## src/rtl/plab5_mcore_mem_req_guard_pkg.sv

```systemverilog
`default_nettype none
// ============================================================================
// Module  : plab5_mcore_mem_req_guard_pkg
// Purpose : Shared memory-message field layout for the bank ingress guard.
//           Control words are {type, opaque, addr, len} for requests and
//           {type, opaque, len} for responses, packed MSB first.
//           Also holds the message type encodings and the guard FSM states.
// Ports   : none (package)
// Config  : none
// Revision: 1.0 - initial release
// ============================================================================
package plab5_mcore_mem_req_guard_pkg;

  localparam int c_TYPE_NBITS = 3;
  localparam int c_LEN_NBITS  = 2;

  // Field LSB offsets inside a control word (len always sits at bit 0)
  localparam int c_LEN_LSB       = 0;
  localparam int c_REQ_ADDR_LSB  = c_LEN_NBITS;
  localparam int c_RESP_OPQ_LSB  = c_LEN_NBITS;

  localparam logic [2:0] c_MSG_TYPE_READ  = 3'd0;
  localparam logic [2:0] c_MSG_TYPE_WRITE = 3'd1;
  localparam logic [2:0] c_MSG_TYPE_INIT  = 3'd2;

  typedef enum logic [0:0] {
    GUARD_IDLE  = 1'b0,
    GUARD_FAULT = 1'b1
  } guard_state_e;

endpackage
`default_nettype wire

```

## src/rtl/plab5_mcore_mem_guard_queue.sv

```systemverilog
`default_nettype none
// ============================================================================
// Module  : plab5_mcore_mem_guard_queue
// Purpose : Circular FIFO of {ctrl, data, domain} request entries.
//           No bypass: an entry is visible at the head the cycle after enqueue.
//           Enqueue is refused whenever full, even if a dequeue happens in
//           the same cycle.
// Ports   : clk, reset (async, active-high)
//           enq_val_i / enq_*_i : push side (accepted when !full_o)
//           deq_i               : pop head (ignored when empty_o)
//           deq_*_o             : head fields
//           full_o / empty_o    : occupancy flags
// Config  : none
// Revision: 1.0 - initial release
// ============================================================================
module plab5_mcore_mem_guard_queue #(
  parameter int NUM_ENTRIES = 2,
  parameter int CTRL_NBITS  = 45,
  parameter int DATA_NBITS  = 32
) (
  input  logic                  clk,
  input  logic                  reset,
  input  logic                  enq_val_i,
  input  logic [CTRL_NBITS-1:0] enq_ctrl_i,
  input  logic [DATA_NBITS-1:0] enq_data_i,
  input  logic                  enq_domain_i,
  input  logic                  deq_i,
  output logic [CTRL_NBITS-1:0] deq_ctrl_o,
  output logic [DATA_NBITS-1:0] deq_data_o,
  output logic                  deq_domain_o,
  output logic                  full_o,
  output logic                  empty_o
);

  localparam int c_PTR_NBITS   = $clog2(NUM_ENTRIES);
  localparam int c_CNT_NBITS   = c_PTR_NBITS + 1;
  localparam int c_ENTRY_NBITS = CTRL_NBITS + DATA_NBITS + 1;

  logic [c_ENTRY_NBITS-1:0] mem_q [NUM_ENTRIES];
  logic [c_PTR_NBITS-1:0]   head_q, head_d;
  logic [c_PTR_NBITS-1:0]   tail_q, tail_d;
  logic [c_CNT_NBITS-1:0]   count_q, count_d;
  logic                     enq_fire, deq_fire;

  assign full_o   = (count_q == c_CNT_NBITS'(NUM_ENTRIES));
  assign empty_o  = (count_q == '0);
  assign enq_fire = enq_val_i && !full_o;
  assign deq_fire = deq_i && !empty_o;

  assign {deq_ctrl_o, deq_data_o, deq_domain_o} = mem_q[head_q];

  // Depth is a power of two, so pointers wrap by natural overflow
  always_comb begin
    head_d  = head_q;
    tail_d  = tail_q;
    count_d = count_q;
    if (enq_fire) tail_d = tail_q + 1'b1;
    if (deq_fire) head_d = head_q + 1'b1;
    if (enq_fire && !deq_fire)      count_d = count_q + c_CNT_NBITS'(1);
    else if (!enq_fire && deq_fire) count_d = count_q - c_CNT_NBITS'(1);
  end

  always_ff @(posedge clk or posedge reset) begin
    if (reset) begin
      head_q  <= '0;
      tail_q  <= '0;
      count_q <= '0;
    end else begin
      head_q  <= head_d;
      tail_q  <= tail_d;
      count_q <= count_d;
    end
  end

  // Storage needs no reset; validity is tracked by count_q
  always_ff @(posedge clk) begin
    if (enq_fire) mem_q[tail_q] <= {enq_ctrl_i, enq_data_i, enq_domain_i};
  end

endmodule
`default_nettype wire

```

## src/rtl/plab5_mcore_mem_req_guard.sv

```systemverilog
`default_nettype none
// ============================================================================
// Module  : plab5_mcore_mem_req_guard
// Purpose : Bank-side ingress guard. Buffers domain-tagged requests, blocks
//           non-secure accesses to [p_sec_base, p_sec_bound), answers blocked
//           requests with a zero-data response, and merges those responses
//           with the bank's own responses (alternating on contention).
// Ports   : clk, reset (async, active-high)
//           req_in_*   : requests from the network (val/rdy)
//           req_out_*  : requests to the bank (val/rdy)
//           resp_bank_*: responses from the bank (val/rdy)
//           resp_out_* : merged responses to the network (val/rdy)
//           fault_count: saturating count of blocked requests
// Config  : PLAB5_MCORE_MEM_REQ_GUARD_FAULT_CNT_EN - when defined, fault_count
//           is a real counter; otherwise it is tied to zero.
// Revision: 1.0 - initial release
// ============================================================================
module plab5_mcore_mem_req_guard
  import plab5_mcore_mem_req_guard_pkg::*;
#(
  parameter int p_opaque_nbits = 8,
  parameter int p_addr_nbits   = 32,
  parameter int p_data_nbits   = 32,
  parameter int p_num_entries  = 2,
  parameter logic [p_addr_nbits-1:0] p_sec_base  = 32'h0000_8000,
  parameter logic [p_addr_nbits-1:0] p_sec_bound = 32'h0001_0000
) (
  input  logic clk,
  input  logic reset,

  input  logic [c_TYPE_NBITS+p_opaque_nbits+p_addr_nbits+c_LEN_NBITS-1:0] req_in_msg_control,
  input  logic [p_data_nbits-1:0] req_in_msg_data,
  input  logic                    req_in_val,
  output logic                    req_in_rdy,
  input  logic                    req_in_domain,

  output logic [c_TYPE_NBITS+p_opaque_nbits+p_addr_nbits+c_LEN_NBITS-1:0] req_out_msg_control,
  output logic [p_data_nbits-1:0] req_out_msg_data,
  output logic                    req_out_val,
  input  logic                    req_out_rdy,
  output logic                    req_out_domain,

  input  logic [c_TYPE_NBITS+p_opaque_nbits+c_LEN_NBITS-1:0] resp_bank_msg_control,
  input  logic [p_data_nbits-1:0] resp_bank_msg_data,
  input  logic                    resp_bank_val,
  output logic                    resp_bank_rdy,
  input  logic                    resp_bank_domain,

  output logic [c_TYPE_NBITS+p_opaque_nbits+c_LEN_NBITS-1:0] resp_out_msg_control,
  output logic [p_data_nbits-1:0] resp_out_msg_data,
  output logic                    resp_out_val,
  input  logic                    resp_out_rdy,
  output logic                    resp_out_domain,

  output logic [7:0]              fault_count
);

  localparam int c_RQC = c_TYPE_NBITS + p_opaque_nbits + p_addr_nbits + c_LEN_NBITS;
  localparam int c_RSC = c_TYPE_NBITS + p_opaque_nbits + c_LEN_NBITS;
  localparam int c_REQ_OPQ_LSB  = c_REQ_ADDR_LSB + p_addr_nbits;

  // Request queue
  logic                    q_full, q_empty, q_deq;
  logic [c_RQC-1:0]        head_ctrl;
  logic [p_data_nbits-1:0] head_data;
  logic                    head_domain;

  plab5_mcore_mem_guard_queue #(
    .NUM_ENTRIES (p_num_entries),
    .CTRL_NBITS  (c_RQC),
    .DATA_NBITS  (p_data_nbits)
  ) u_queue (
    .clk          (clk),
    .reset        (reset),
    .enq_val_i    (req_in_val),
    .enq_ctrl_i   (req_in_msg_control),
    .enq_data_i   (req_in_msg_data),
    .enq_domain_i (req_in_domain),
    .deq_i        (q_deq),
    .deq_ctrl_o   (head_ctrl),
    .deq_data_o   (head_data),
    .deq_domain_o (head_domain),
    .full_o       (q_full),
    .empty_o      (q_empty)
  );

  assign req_in_rdy = !q_full;

  // Range check on the head
  logic [p_addr_nbits-1:0] head_addr;
  logic                    head_denied;

  assign head_addr   = head_ctrl[c_REQ_ADDR_LSB +: p_addr_nbits];
  assign head_denied = !head_domain && (head_addr >= p_sec_base) && (head_addr < p_sec_bound);

  assign req_out_msg_control = head_ctrl;
  assign req_out_msg_data    = head_data;
  assign req_out_domain      = head_domain;

  // Guard FSM and fault register
  guard_state_e     state_q, state_d;
  logic [c_RSC-1:0] fault_ctrl_q, fault_ctrl_d;
  logic             fault_val, fault_fire;

  assign fault_val = (state_q == GUARD_FAULT);

  always_comb begin
    state_d      = state_q;
    fault_ctrl_d = fault_ctrl_q;
    q_deq        = 1'b0;
    req_out_val  = 1'b0;
    case (state_q)
      GUARD_IDLE: begin
        if (!q_empty) begin
          if (head_denied) begin
            // Pop the denied head now and turn it into a zero-data response
            q_deq        = 1'b1;
            fault_ctrl_d = {head_ctrl[c_RQC-1 -: c_TYPE_NBITS],
                            head_ctrl[c_REQ_OPQ_LSB +: p_opaque_nbits],
                            head_ctrl[c_LEN_LSB +: c_LEN_NBITS]};
            state_d      = GUARD_FAULT;
          end else begin
            req_out_val = 1'b1;
            q_deq       = req_out_rdy;
          end
        end
      end
      GUARD_FAULT: begin
        if (fault_fire) state_d = GUARD_IDLE;
      end
      default: state_d = GUARD_IDLE;
    endcase
  end

  // Response merge. last_fault_q=1 means the fault source was served last,
  // so the bank wins the next contention (reset value favours the bank).
  logic last_fault_q;
  logic grant_bank, grant_fault;

  assign grant_bank  = resp_bank_val && (!fault_val || last_fault_q);
  assign grant_fault = fault_val && !grant_bank;
  assign fault_fire  = grant_fault && resp_out_rdy;

  assign resp_out_val         = grant_bank || grant_fault;
  assign resp_out_msg_control = grant_bank ? resp_bank_msg_control : fault_ctrl_q;
  assign resp_out_msg_data    = grant_bank ? resp_bank_msg_data : '0;
  assign resp_out_domain      = grant_bank ? resp_bank_domain : 1'b0;
  assign resp_bank_rdy        = grant_bank && resp_out_rdy;

  always_ff @(posedge clk or posedge reset) begin
    if (reset) begin
      state_q      <= GUARD_IDLE;
      fault_ctrl_q <= '0;
      last_fault_q <= 1'b1;
    end else begin
      state_q      <= state_d;
      fault_ctrl_q <= fault_ctrl_d;
      if (resp_out_val && resp_out_rdy) last_fault_q <= grant_fault;
    end
  end

`ifdef PLAB5_MCORE_MEM_REQ_GUARD_FAULT_CNT_EN
  logic [7:0] fault_count_q;

  always_ff @(posedge clk or posedge reset) begin
    if (reset) begin
      fault_count_q <= 8'h00;
    end else if ((state_q == GUARD_IDLE) && (state_d == GUARD_FAULT) && (fault_count_q != 8'hFF)) begin
      fault_count_q <= fault_count_q + 8'd1;
    end
  end

  assign fault_count = fault_count_q;
`else
  assign fault_count = 8'h00;
`endif

endmodule
`default_nettype wire

```

## config.mk

```make
export PLATFORM = sky130hd
export DESIGN_NAME = plab5_mcore_mem_req_guard
export DESIGN_NICKNAME = d
export VERILOG_FILES = /design/src/rtl/plab5_mcore_mem_req_guard_pkg.sv /design/src/rtl/plab5_mcore_mem_guard_queue.sv /design/src/rtl/plab5_mcore_mem_req_guard.sv
export SDC_FILE = /design/constraint.sdc
export NUM_CORES = 1
export LEC_CHECK = 0
export ABC_AREA = 1
export ABC_CLOCK_PERIOD_IN_PS = 13600
export CAP_MARGIN = 15
export CORE_MARGIN = 2
export CORE_UTILIZATION = 48
export DETAILED_ROUTE_END_ITERATION = 12
export MAX_ROUTING_LAYER = met4
export PLACE_DENSITY = 0.92
export SETUP_SLACK_MARGIN = 0.3
export SYNTH_ARGS = -nofsm -noshare
export SYNTH_HDL_FRONTEND = slang
export SYNTH_SLANG_ARGS = --single-unit
export TNS_END_PERCENT = 5
```

## constraint.sdc

```tcl
create_clock -name clk -period 13.6 [get_ports clk]
set_input_delay 4.08 -clock clk [delete_from_list [all_inputs] [get_ports clk]]
set_output_delay 4.08 -clock clk [all_outputs]
set_load 0.05 [all_outputs]
```

Word-level counts from Yosys, hierarchy flattened. Memories as Yosys holds them, arrays and structs flattened. Index checks and enable logic that the tools add are counted.

Memories: 1. Input port bits: 130. Memory bits (writable): 156. ROM bits: 0. Output and inout bits: 136. Flip-flop bits (word level): 19. Bits in latches: 0.

Memories: u_queue.mem_q (words 2, bits a word 78, read ports 1, clocked after memory_dff 0, wr ports 1, line plab5_mcore_mem_guard_queue.sv:39) `logic [c_ENTRY_NBITS-1:0] mem_q [NUM_ENTRIES];`.

Reductions and logical operators: 23. $mul: 0. Shift-type cells: 0. Bitwise operators: 2. Add/sub/neg operators: 4. Div/mod/pow operators: 0. Multiplexer cells: 17. $lt $le $gt $ge: 2. Eq/ne operators: 1.

Operators by type and width (count): 32-bit by 16-bit >= comparator with 1-bit output, second input constant (1); 32-bit by 17-bit < comparator with 1-bit output, second input constant (1); 32-bit two-way mux (1); 13-bit two-way mux (1); 1-bit two-way mux (12); 1-bit logical AND (11); 1-bit zero test (7); 2-bit two-way mux (2); 3-bit AND reduction (1); 1-bit adder, second input constant (2); 2-bit by 1-bit adder with 2-bit output, second input constant (1); 2-bit equality test, second input constant (1); 2-bit zero test (1); 1-bit logical OR (2); 1-bit inverter (2); 1-bit one-hot mux with 2 select lines (1); 2-bit nonzero test (1); 2-bit by 1-bit subtractor with 2-bit output, second input constant (1).

Depth between registers and ports, before layout. Gate-level depths: netlist of the first run. An unclocked memory read counts as a cell.

Word-level depth: 11. Mapped depth: 16. Mapped depth without buffers: 13.

Hierarchy. Synthesis of the first run repeated with hierarchy kept, for this count alone.

Cells, all modules: 656. Area total of the unflattened synthesis: 7193.1 um^2.

By module, submodules not included: plab5_mcore_mem_guard_queue (seq. area each 4784.6 um^2, area an instance 5906.9 um^2, times used 1, cells each 440); plab5_mcore_mem_req_guard (seq. area each 376.6 um^2, area an instance 1286.2 um^2, times used 1, cells each 216).

Least setup slack after synthesis of the first run. Ideal clock, no wire load.

Kind: input to output. From: input port resp_bank_val. To: output port resp_out_msg_control[0]. Buffers on the path: 1. Data required time: 9.520 ns. Setup slack: 3.731 ns. Data arrival time: 5.789 ns. Stages: 4. Path through: o21ai_2 > clkinv_1 > clkbuf_1 > o21ai_0.

Word-level cells in the longest chain between the ends: 2.

Ends and longest elaborated chain: start: declaration (line plab5_mcore_mem_req_guard.sv:45) `input logic resp_bank_val,`; 1-bit logical AND (line plab5_mcore_mem_req_guard.sv:140) `assign grant_bank = resp_bank_val && (!fault_val || last_fault_q);`; 13-bit two-way mux (line plab5_mcore_mem_req_guard.sv:145) `assign resp_out_msg_control = grant_bank ? resp_bank_msg_control : fault_ctrl_q;`; end: declaration (line plab5_mcore_mem_req_guard.sv:49) `output logic [c_TYPE_NBITS+p_opaque_nbits+c_LEN_NBITS-1:0] resp_out_msg_control,`.

No other way between the ends.

Final worst setup path of the first run.
From: input port resp_bank_val. To: output port resp_out_msg_control[8].

Same word-level chain as after synthesis.

==> metrics, run 1 <==
leakage power total=0.00436 uW; Hold Path Sink=u_queue.count_q[0]; worst vdd ir=roughly 150 uV; Clock Sinks=175; status=finished, final reports clean; critical path peak fanout=37; post-route ant nets=0; # Post-CTS Setup Buffers=0; port bufs=between 200 and 300; reg2reg start=u_queue.head_q; WL per Instance=between 15 and 20 um; Post-synth EDFFs=156; Hold Slack=slightly above 500 ps; Die W=126 um; routability congestion estimate=about 0.85; GR Overflow Total=0; average size of a mapped cell=~11 um2; latest clock arrival within the worst-skew pair=roughly 420 ps; RR Endpoint=u_queue.count_q[1]; Post-DP Area=roughly 10000 um2; CTS tree=built; max-slew violation count=0; H-tree depth=4; Max clock buf depth=2; Register-to-Register Setup Slack=roughly 10000 ps; Synth area leader=edfxtp_1; Worst slew margin=0.290; Initial Util=0.490; die area=approximately 16000 um2; worst slew pin tran=~1100 ps; Final Instance Area=just over 10000 um2; Area growth syn-to-layout=45.8%; Fin Setup TNS=0 ps; sequential area share after synthesis=0.725; critical path's top delay family=buffers and inverters; fillers=991; Rows=44; P per Cell Area=225 nW/um2; synth warn=0; overall routing resource usage=0.234; count leader, synth=nand2_1; Critical Path Most Common Cell=clkdlybuf4s50_1; fin nets=between 1000 and 1500; max cap viols=0; via count=between 5000 and 6000; post-synth top area share=0.658; Die Y=between 100 and 150 um; hold_buf cts=0; CTS resizes=0; Fin. Hold Viols=0; clk_skew=~11 ps; clk root buf=clkbuf_16; clock slew at reported path FFs=60 ps; fmax=between 0.09 and 0.1 GHz; initial antenna violation count=2; drt drc=0; ys async rst share=0.109; routed wire length=about 18000 um; drt pass-1 iters=4; CP Cell Sequence=clkdlybuf4s50_1 > o21ai_2 > buf_4 > clkinv_1 > o21ai_0 > clkdlybuf4s50_1; number of distinct library cells after synthesis=24; layout cells sized above 1=0.0519; num ports=between 200 and 300; worst hold-check path type=reg -> reg; slowest stage delay, CP=between 800 and 900 ps; Iteration-0 DRC Markers=about 320; flops & latches, synth=175; Cells after Synth=approximately 660; area of the core=roughly 15000 um2; vias per cell=around 4.8; min cycle time layout=between 10000 and 15000 ps; first-pass GRT wire length=around 27000 um; post-DP HPWL=~12000 um; R2R depth=15; pin count of the biggest net entering global routing=81; Post-Syn Area=between 7000 and 8000 um2; Final setup viols=0; Area contributors post-synth=edfxtp_1 (66%), nand2_1 (14%), dfrtp_1 (6.3%), inv_1 (3.8%), nor2_1 (3.5%); Final Cycle Share=0.807; WP buf/inv=4; CP Data Required Time=approximately 9500 ps; Critical Path Source=resp_bank_val; Worst Hold Depth=1; CTS buffer count=17; Most used DFF post-synth=edfxtp_1; number of global-route vias before repair=between 5000 and 6000; Arrival @ worst endpoint=around 6900 ps; Setup crit start kind=input pin; RSZ-0062 raised after global routing=false; Setup CP Type=in -> out; crit end category=primary output; hold path start=u_queue.count_q[0]; Slowest-stage cell, CP=clkdlybuf4s50_1; Post-synth top cells=nand2_1 (272), edfxtp_1 (156), inv_1 (72), nor2_1 (66), dfrtp_1 (18)
-- power breakdown --
| part | switching, uW | internal, uW |
|---|---|---|
| Sequential | 26.6 | 720 |
| Combinational | 803 | 317 |
| Clock | 197 | 270 |
| Total | 1030 | 1310 |
-- logic make-up (layout without fill, tap and decap cells) --
group,after synthesis,count (layout),share of synthesized area
AND/OR/NAND/NOR,350,350,0.188
other,1,10,0.000527
adder cells (fa/ha/maj),1,1,0.00176
buffers and inverters,107,368,0.0668
AO/OA/AOI/OAI,20,20,0.0151
XOR/XNOR,2,2,0.00246
flip-flops,175,175,0.725
-- registers in the layout (all words and copies together), names as in the netlist --
signal / cells
fault_ctrl_q: 13
fault_val: 1
last_fault_q: 1
u_queue.count_q: 2
u_queue.head_q: 1
u_queue.mem_q: 156
u_queue.tail_q: 1
-- placed cells by master, fill, tap and decap left out, types with 4 or more instances in the layout --
master | synthesis | final
nand2_1 | 272 | 272
clkdlybuf4s50_1 | 0 | 257
edfxtp_1 | 156 | 156
inv_1 | 72 | 72
nor2_1 | 66 | 64
clkbuf_16 | 0 | 17
dfrtp_1 | 18 | 17
o21ai_0 | 15 | 15
nor2_2 | 9 | 9
conb_1 | 1 | 8
buf_4 | 8 | 5
clkinv_1 | 1 | 4
-- final cells by class --
type | instances | area, um2 | share of cell area
clock inverter | 14 | 141 | 0.0136
inverter | 74 | 280 | 0.0270
antenna | 2 | 5.00 | 0.000482
clock buffer | 18 | 429 | 0.0413
timing repair buffer | 262 | 2610 | 0.251
multi-input combinational | 381 | 1520 | 0.147
tap | 184 | 230 | 0.0222
sequential | 175 | 5160 | 0.497
-- per-stage QoR --
| stage | worst slack, ps | total power, uW | cells | utilization |
|---|---|---|---|---|
| 6_report | 2620 | 2330 | 1110 | 0.714 |
| 5_1_grt | 2410 | 2430 | 1110 | 0.714 |
| 4_1_cts | 2610 | 2350 | 1108 | 0.714 |
| 3_5_place_dp | 2630 | 1880 | 1076 | 0.675 |
| 3_3_place_gp | 2830 | 1860 | 1076 | 0.675 |
| 2_1_floorplan | 3730 | 1500 | 663 | - |
-- routing by layer --
layer,GRT usage,wire [um],up-vias
met5,-,0,-
met4,0.104,659,0
met3,0.0629,1200,46
met2,0.412,9590,241
met1,0.245,6490,2433
li1,-,-,2573
-- worst max path at each step --
stage | end | depth (start not counted)
final | resp_out_msg_control[8] | 6
after global routing | resp_out_msg_control[8] | 6
after CTS | resp_out_msg_control[8] | 6
after detailed placement | resp_out_msg_control[8] | 6
after global placement | resp_out_msg_control[5] | 6
after floorplan | resp_out_msg_control[0] | 4
(Power assumes the default switching activity.)
==> inputs of run 2 (changes only) <==
--- a/config.mk
+++ b/config.mk
@@ -6,13 +6,13 @@
 export NUM_CORES = 1
 export LEC_CHECK = 0
 export ABC_AREA = 1
-export ABC_CLOCK_PERIOD_IN_PS = 13600
+export ABC_CLOCK_PERIOD_IN_PS = 10100
 export CAP_MARGIN = 15
 export CORE_MARGIN = 2
-export CORE_UTILIZATION = 48
+export CORE_UTILIZATION = 40
 export DETAILED_ROUTE_END_ITERATION = 12
 export MAX_ROUTING_LAYER = met4
-export PLACE_DENSITY = 0.92
+export PLACE_DENSITY = 0.82
 export SETUP_SLACK_MARGIN = 0.3
 export SYNTH_ARGS = -nofsm -noshare
 export SYNTH_HDL_FRONTEND = slang
==> constraint.sdc (replaced) <==
create_clock -name clk -period 10.1 [get_ports clk]
set_input_delay 3.03 -clock clk [delete_from_list [all_inputs] [get_ports clk]]
set_output_delay 3.03 -clock clk [all_outputs]
set_load 0.05 [all_outputs]
==> metrics, run 2 (synthesis results as in run 1) <==
status=finished, final reports clean; Slowest-stage cell, CP=clkdlybuf4s50_1; Max clock buf depth=2 (unchanged); DR WL met3=1430 um (+19%); hold path start=u_queue.count_q[0]; clk_skew=7.43 ps (-3.54 ps); reg2reg start=u_queue.head_q; register share of total power=0.319 (about the same); Die Y=137 um (+9.2%); RSZ-0062 raised after global routing=false; final worst setup slack=1140 ps (-1480 ps); RR Endpoint=u_queue.count_q[1]; Iteration-0 DRC Markers=249 (-22%); WL per Instance=14.6 um (-9.7%); Int Pwr=1770 uW (+35%); Setup crit start kind=input pin; P per Cell Area=301 nW/um2 (+34%); drt pass-1 iters=4 (unchanged); WP buf/inv=4 (unchanged); pin count of the biggest net entering global routing=80 (-1.2%); number of global-route vias before repair=4789 (-9.5%); sw power=1380 uW (+34%); critical path's top delay family=buffers and inverters; Comb power frac=0.475 (-0.005); port bufs=257 (unchanged); post-DP HPWL=11300 um (-7.8%); leakage power total=0.00436 uW (+0.22%); # Post-CTS Setup Buffers=0 (unchanged); critical path depth=6 (unchanged); CP Data Required Time=7070 ps (-2450 ps); worst slew pin tran=1110 ps (+46.1 ps); wire length on met1=6440 um (-0.72%); H-tree depth=4 (unchanged); metal2 WL=8410 um (-12%); fmax=roughly 0.11 GHz; post-route ant nets=0 (unchanged); initial antenna violation count=1 (-1); fin nets=1042 (unchanged); slowest stage delay, CP=900 ps (about the same); GR Overflow Total=0 (unchanged); DP Worst Slack=1130 ps (-1500 ps); die area=18900 um2 (+19%); Most flops, register=u_queue.mem_q; first-pass GRT wire length=24600 um (-9.9%); layout cells sized above 1=0.0541 (+0.00216); Initial Util=0.410 (-0.0796); Regs by FF count=u_queue.mem_q (156), fault_ctrl_q (13), u_queue.count_q (2); total power=3140 uW (+35%); vias per cell=4.50 (-5.6%); max-slew violation count=0 (unchanged); Setup CP Type=in -> out; Clock Sinks=175 (unchanged); overall routing resource usage=0.180 (-0.0533); Fin Setup TNS=0 ps (unchanged); most frequent cells in the layout=nand2_1 (272), clkdlybuf4s50_1 (257), edfxtp_1 (156), inv_1 (72), nor2_1 (64); Area growth syn-to-layout=46.7%; Die W=137 um (+9.2%); top sig layer=met4; latest clock arrival within the worst-skew pair=420 ps (about the same); drt drc=0 (unchanged); routability congestion estimate=0.788 (-7.8%); commonest non-fill, non-tap cell in the layout=nand2_1; max cap viols=0 (unchanged); hold_buf cts=0 (unchanged); clk root buf=clkbuf_16; clock slew at reported path FFs=60 ps (about the same); Arrival @ worst endpoint=5930 ps (-970 ps); Hold Path Sink=u_queue.count_q[0]; CTS resizes=0 (unchanged); Worst Hold Depth=1 (unchanged); worst vdd ir=200 uV (+32%); switch share=0.438 (-0.00179); via count=5175 (-2.2%); CTS buffer count=17 (unchanged); num ports=266 (unchanged); Worst slew margin=0.257 (-0.0325); CTS tree=built; max reg flops=156 (unchanged); Rows=48 (+9.1%); critical path peak fanout=37 (unchanged); clock network power share=0.205 (+0.005); routed wire length=16800 um (-6.4%); R2R depth=14 (-1); worst hold-check path type=reg -> reg; Final Cycle Share=0.887; area of the core=17400 um2 (+19%); crit end category=primary output; Hold Slack=473 ps (-35.1 ps); Critical Path Most Common Cell=clkdlybuf4s50_1; Final setup viols=0 (unchanged); Fin. Hold Viols=0 (unchanged); CP Cell Sequence=clkdlybuf4s50_1 > o21ai_2 > buf_4 > clkinv_1 > o21ai_0 > clkdlybuf4s50_1; Register-to-Register Setup Slack=7260 ps (-2720 ps); min cycle time layout=8960 ps
-- run 2: metal layers --
layer  up-vias  GRT usage
met5         -          -
met4         0     0.0888
met3        33     0.0537
met2       212      0.300
met1      2353      0.198
li1       2577          -
-- run 2: cell type report --
cell class,instances,area [um2]
fill,1364,6910
sequential,175,5160
timing repair buffer,262,2610
multi-input combinational,381,1520
clock buffer,18,429
tap,225,282
inverter,74,280
clock inverter,14,156
antenna,1,2.50
-- run 2: worst max-delay path by stage --
| stage | slack (ps) | to | start |
|---|---|---|---|
| 5_1_grt | 1010 | resp_out_msg_control[9] | resp_bank_val |
| 3_5_place_dp | 1130 | resp_out_msg_control[9] | resp_bank_val |
| 6_report | 1140 | resp_out_msg_control[9] | resp_bank_val |
| 3_3_place_gp | 1350 | resp_out_msg_control[7] | resp_bank_val |
| 4_1_cts | 1130 | resp_out_msg_control[9] | resp_bank_val |
| 2_1_floorplan | 2330 | resp_out_msg_control[0] | resp_bank_val |
-- run 2: power by group through the flow --
stage	sequential, uW	combinational (uW)	clock (uW)
floorplan	1030	998	0
global placement	1010	1500	0
detailed placement	1020	1500	0
CTS	1000	1510	659
global route	1010	1580	691
finish	1000	1490	645
-- run 2: per-stage QoR --
step	instance area (um2)	std cells	util
floorplan	7140	663	-
global placement	9860	1117	0.568
CTS	10400	1149	0.602
global route	10400	1150	0.602
detailed placement	9860	1117	0.568
finish	10400	1150	0.602
==> inputs of run 3 (changes only) <==
--- a/config.mk
+++ b/config.mk
@@ -11,8 +11,8 @@
 export CORE_MARGIN = 2
 export CORE_UTILIZATION = 40
 export DETAILED_ROUTE_END_ITERATION = 12
-export MAX_ROUTING_LAYER = met4
 export PLACE_DENSITY = 0.82
+export RECOVER_POWER = 100
 export SETUP_SLACK_MARGIN = 0.3
 export SYNTH_ARGS = -nofsm -noshare
 export SYNTH_HDL_FRONTEND = slang
==> metrics, run 3 (synthesis results as in run 1) <==
drt pass-1 iters=4 (unchanged); area of the core=17400 um2 (unchanged); commonest non-fill, non-tap cell in the layout=nand2_1; status=complete, but fails checks; worst vdd ir=190 uV (-4.7%); drt drc=0 (unchanged); Initial Util=0.410 (unchanged); CP Data Required Time=7070 ps (about the same); leakage power total=0.00451 uW (+3.4%); pin count of the biggest net entering global routing=80 (unchanged); GR Overflow Total=0 (unchanged); Most flops, register=u_queue.mem_q; Setup crit start kind=input pin; hold path start=u_queue.count_q[0]; WP buf/inv=4 (unchanged); failing checks=capacitance limit, slew limit; clk root buf=clkbuf_16; Die W=137 um (unchanged); routed wire length=16700 um (-0.21%); CTS resizes=0 (unchanged); via count=5165 (-0.19%); clock slew at reported path FFs=60 ps (about the same); fmax=0.111 GHz (-0.57%); number of global-route vias before repair=4783 (-0.13%); critical path peak fanout=37 (unchanged); Slowest-stage cell, CP=dlygate4sd3_1; Regs by FF count=u_queue.mem_q (156), fault_ctrl_q (13), u_queue.count_q (2); Die Y=137 um (unchanged); reg2reg start=u_queue.head_q; Clock Sinks=175 (unchanged); layout cells sized above 1=0.0476 (-0.00649); num ports=266 (unchanged); critical path's top delay family=buffers and inverters; Max clock buf depth=2 (unchanged); hold_buf cts=0 (unchanged); routability congestion estimate=0.777 (-1.3%); CTS buffer count=17 (unchanged); port bufs=257 (unchanged); Iteration-0 DRC Markers=279 (+12%); Hold Slack=473 ps (-0.211 ps); clk_skew=6.17 ps (-1.26 ps); Fin Setup TNS=0 ps (unchanged); Critical Path Source=resp_bank_val; most frequent cells in the layout=nand2_1 (272), dlygate4sd3_1 (208), edfxtp_1 (156), inv_1 (72), nor2_1 (66); Fin. Hold Viols=0 (unchanged); worst hold-check path type=reg -> reg; crit end category=primary output; die area=18900 um2 (unchanged); worst slew pin tran=4510 ps (+3400 ps); latest clock arrival within the worst-skew pair=420 ps (about the same); max reg flops=156 (unchanged); fin nets=1042 (unchanged); Final setup viols=0 (unchanged); fillers=1365 (+0.073%); H-tree depth=4 (unchanged); vias per cell=4.48 (-0.54%); Final Cycle Share=0.892 (+0.00507); Area growth syn-to-layout=46.5%; post-DP HPWL=11300 um (unchanged); Setup CP Type=in -> out; P per Cell Area=296 nW/um2 (-1.5%); Arrival @ worst endpoint=5980 ps (+50 ps); slowest stage delay, CP=960 ps (+60 ps); min cycle time layout=9010 ps (+51.2 ps); WL per Instance=14.5 um (-0.56%); CTS tree=built; Layout Utilization=0.601 (-0.000865); # Post-CTS Setup Buffers=0 (unchanged); CP Cell Sequence=clkdlybuf4s50_1 > o21ai_2 > buf_4 > clkinv_1 > o21ai_0 > dlygate4sd3_1; Worst slew margin=-2.01 (-2.26); max-slew violation count=271 (+271); post-route ant nets=0 (unchanged); RSZ-0062 raised after global routing=false; first-pass GRT wire length=24600 um (unchanged); initial antenna violation count=5 (+4); Rows=48 (unchanged); overall routing resource usage=0.175 (-0.00517); max cap viols=5 (+5)
[run 3: cell count changes in the layout (fill, tap and decap cells not counted)]
cell / before / now
diode_2: 1 / 5
clkdlybuf4s50_1: 257 / 49
nor2_1: 64 / 66
nor2_4: 2 / 1
buf_4: 5 / 1
clkbuf_1: 1 / 5
dlygate4sd3_1: 0 / 208
nor2_2: 9 / 8
[run 3: report_power, final]
part           total (uW)  switching, uW  leakage, uW  internal [uW]
sequential           1020           33.5      0.00170            986
clock                 644            274     0.000287            370
combinational        1430           1060      0.00252            370
[run 3: worst register-to-register path: stages (launching register included)]
cell      delay [ps]
dfrtp_2          380
clkbuf_1        2650
nand2_1          200
nand2_1          200
nor2_1            60
nand2_1           60
nor2_1            50
nand3_1           70
clkbuf_1        1100
nand2_1          170
inv_1            130
ha_1             260
a21oi_1          110
o21ai_0          110
xor2_1           150
[run 3: final cells by class]
type                    instances  area, um2  share of cell area
inverters                      74        280              0.0269
clock buffers                  18        429              0.0411
clock inverters                14        156              0.0150
multi-input cells             381       1510               0.145
flip-flops and latches        175       5160               0.495
well taps                     225        282              0.0270
repair buffers                262       2590               0.249
diodes                          5       12.5             0.00120
[run 3: path summary, 6_finish.rpt]
check                                          endpoint  slack [ps]  cells past startpoint
worst max-delay path            resp_out_msg_control[9]        1090                      6
worst min-delay path                 u_queue.count_q[0]         470                      1
worst max register to register       u_queue.count_q[1]        4290                     14
worst min register to register       u_queue.count_q[0]         470                      1
max in group asynchronous                u_queue.head_q        6350                      2
min in group asynchronous               fault_ctrl_q[2]        3200                      2
[run 3: stage by stage]
step / cell area [um2] / instances / worst slack [ps] / total power, uW
floorplan: 7140 / 663 / 2330 / 2020
global placement: 9860 / 1117 / 1350 / 2510
detailed placement: 9860 / 1117 / 1130 / 2520
CTS: 10400 / 1149 / 1130 / 3180
global route: 10400 / 1152 / 976 / 3240
finish: 10400 / 1154 / 1090 / 3090
[run 3: routing by layer]
metal  up-vias  track usage  wire, um
li1       2577            -         -
met1      2344        0.194      6450
met2       211        0.300      8360
met3        33       0.0585      1410
met4         0       0.0888       522
met5         -            0         0
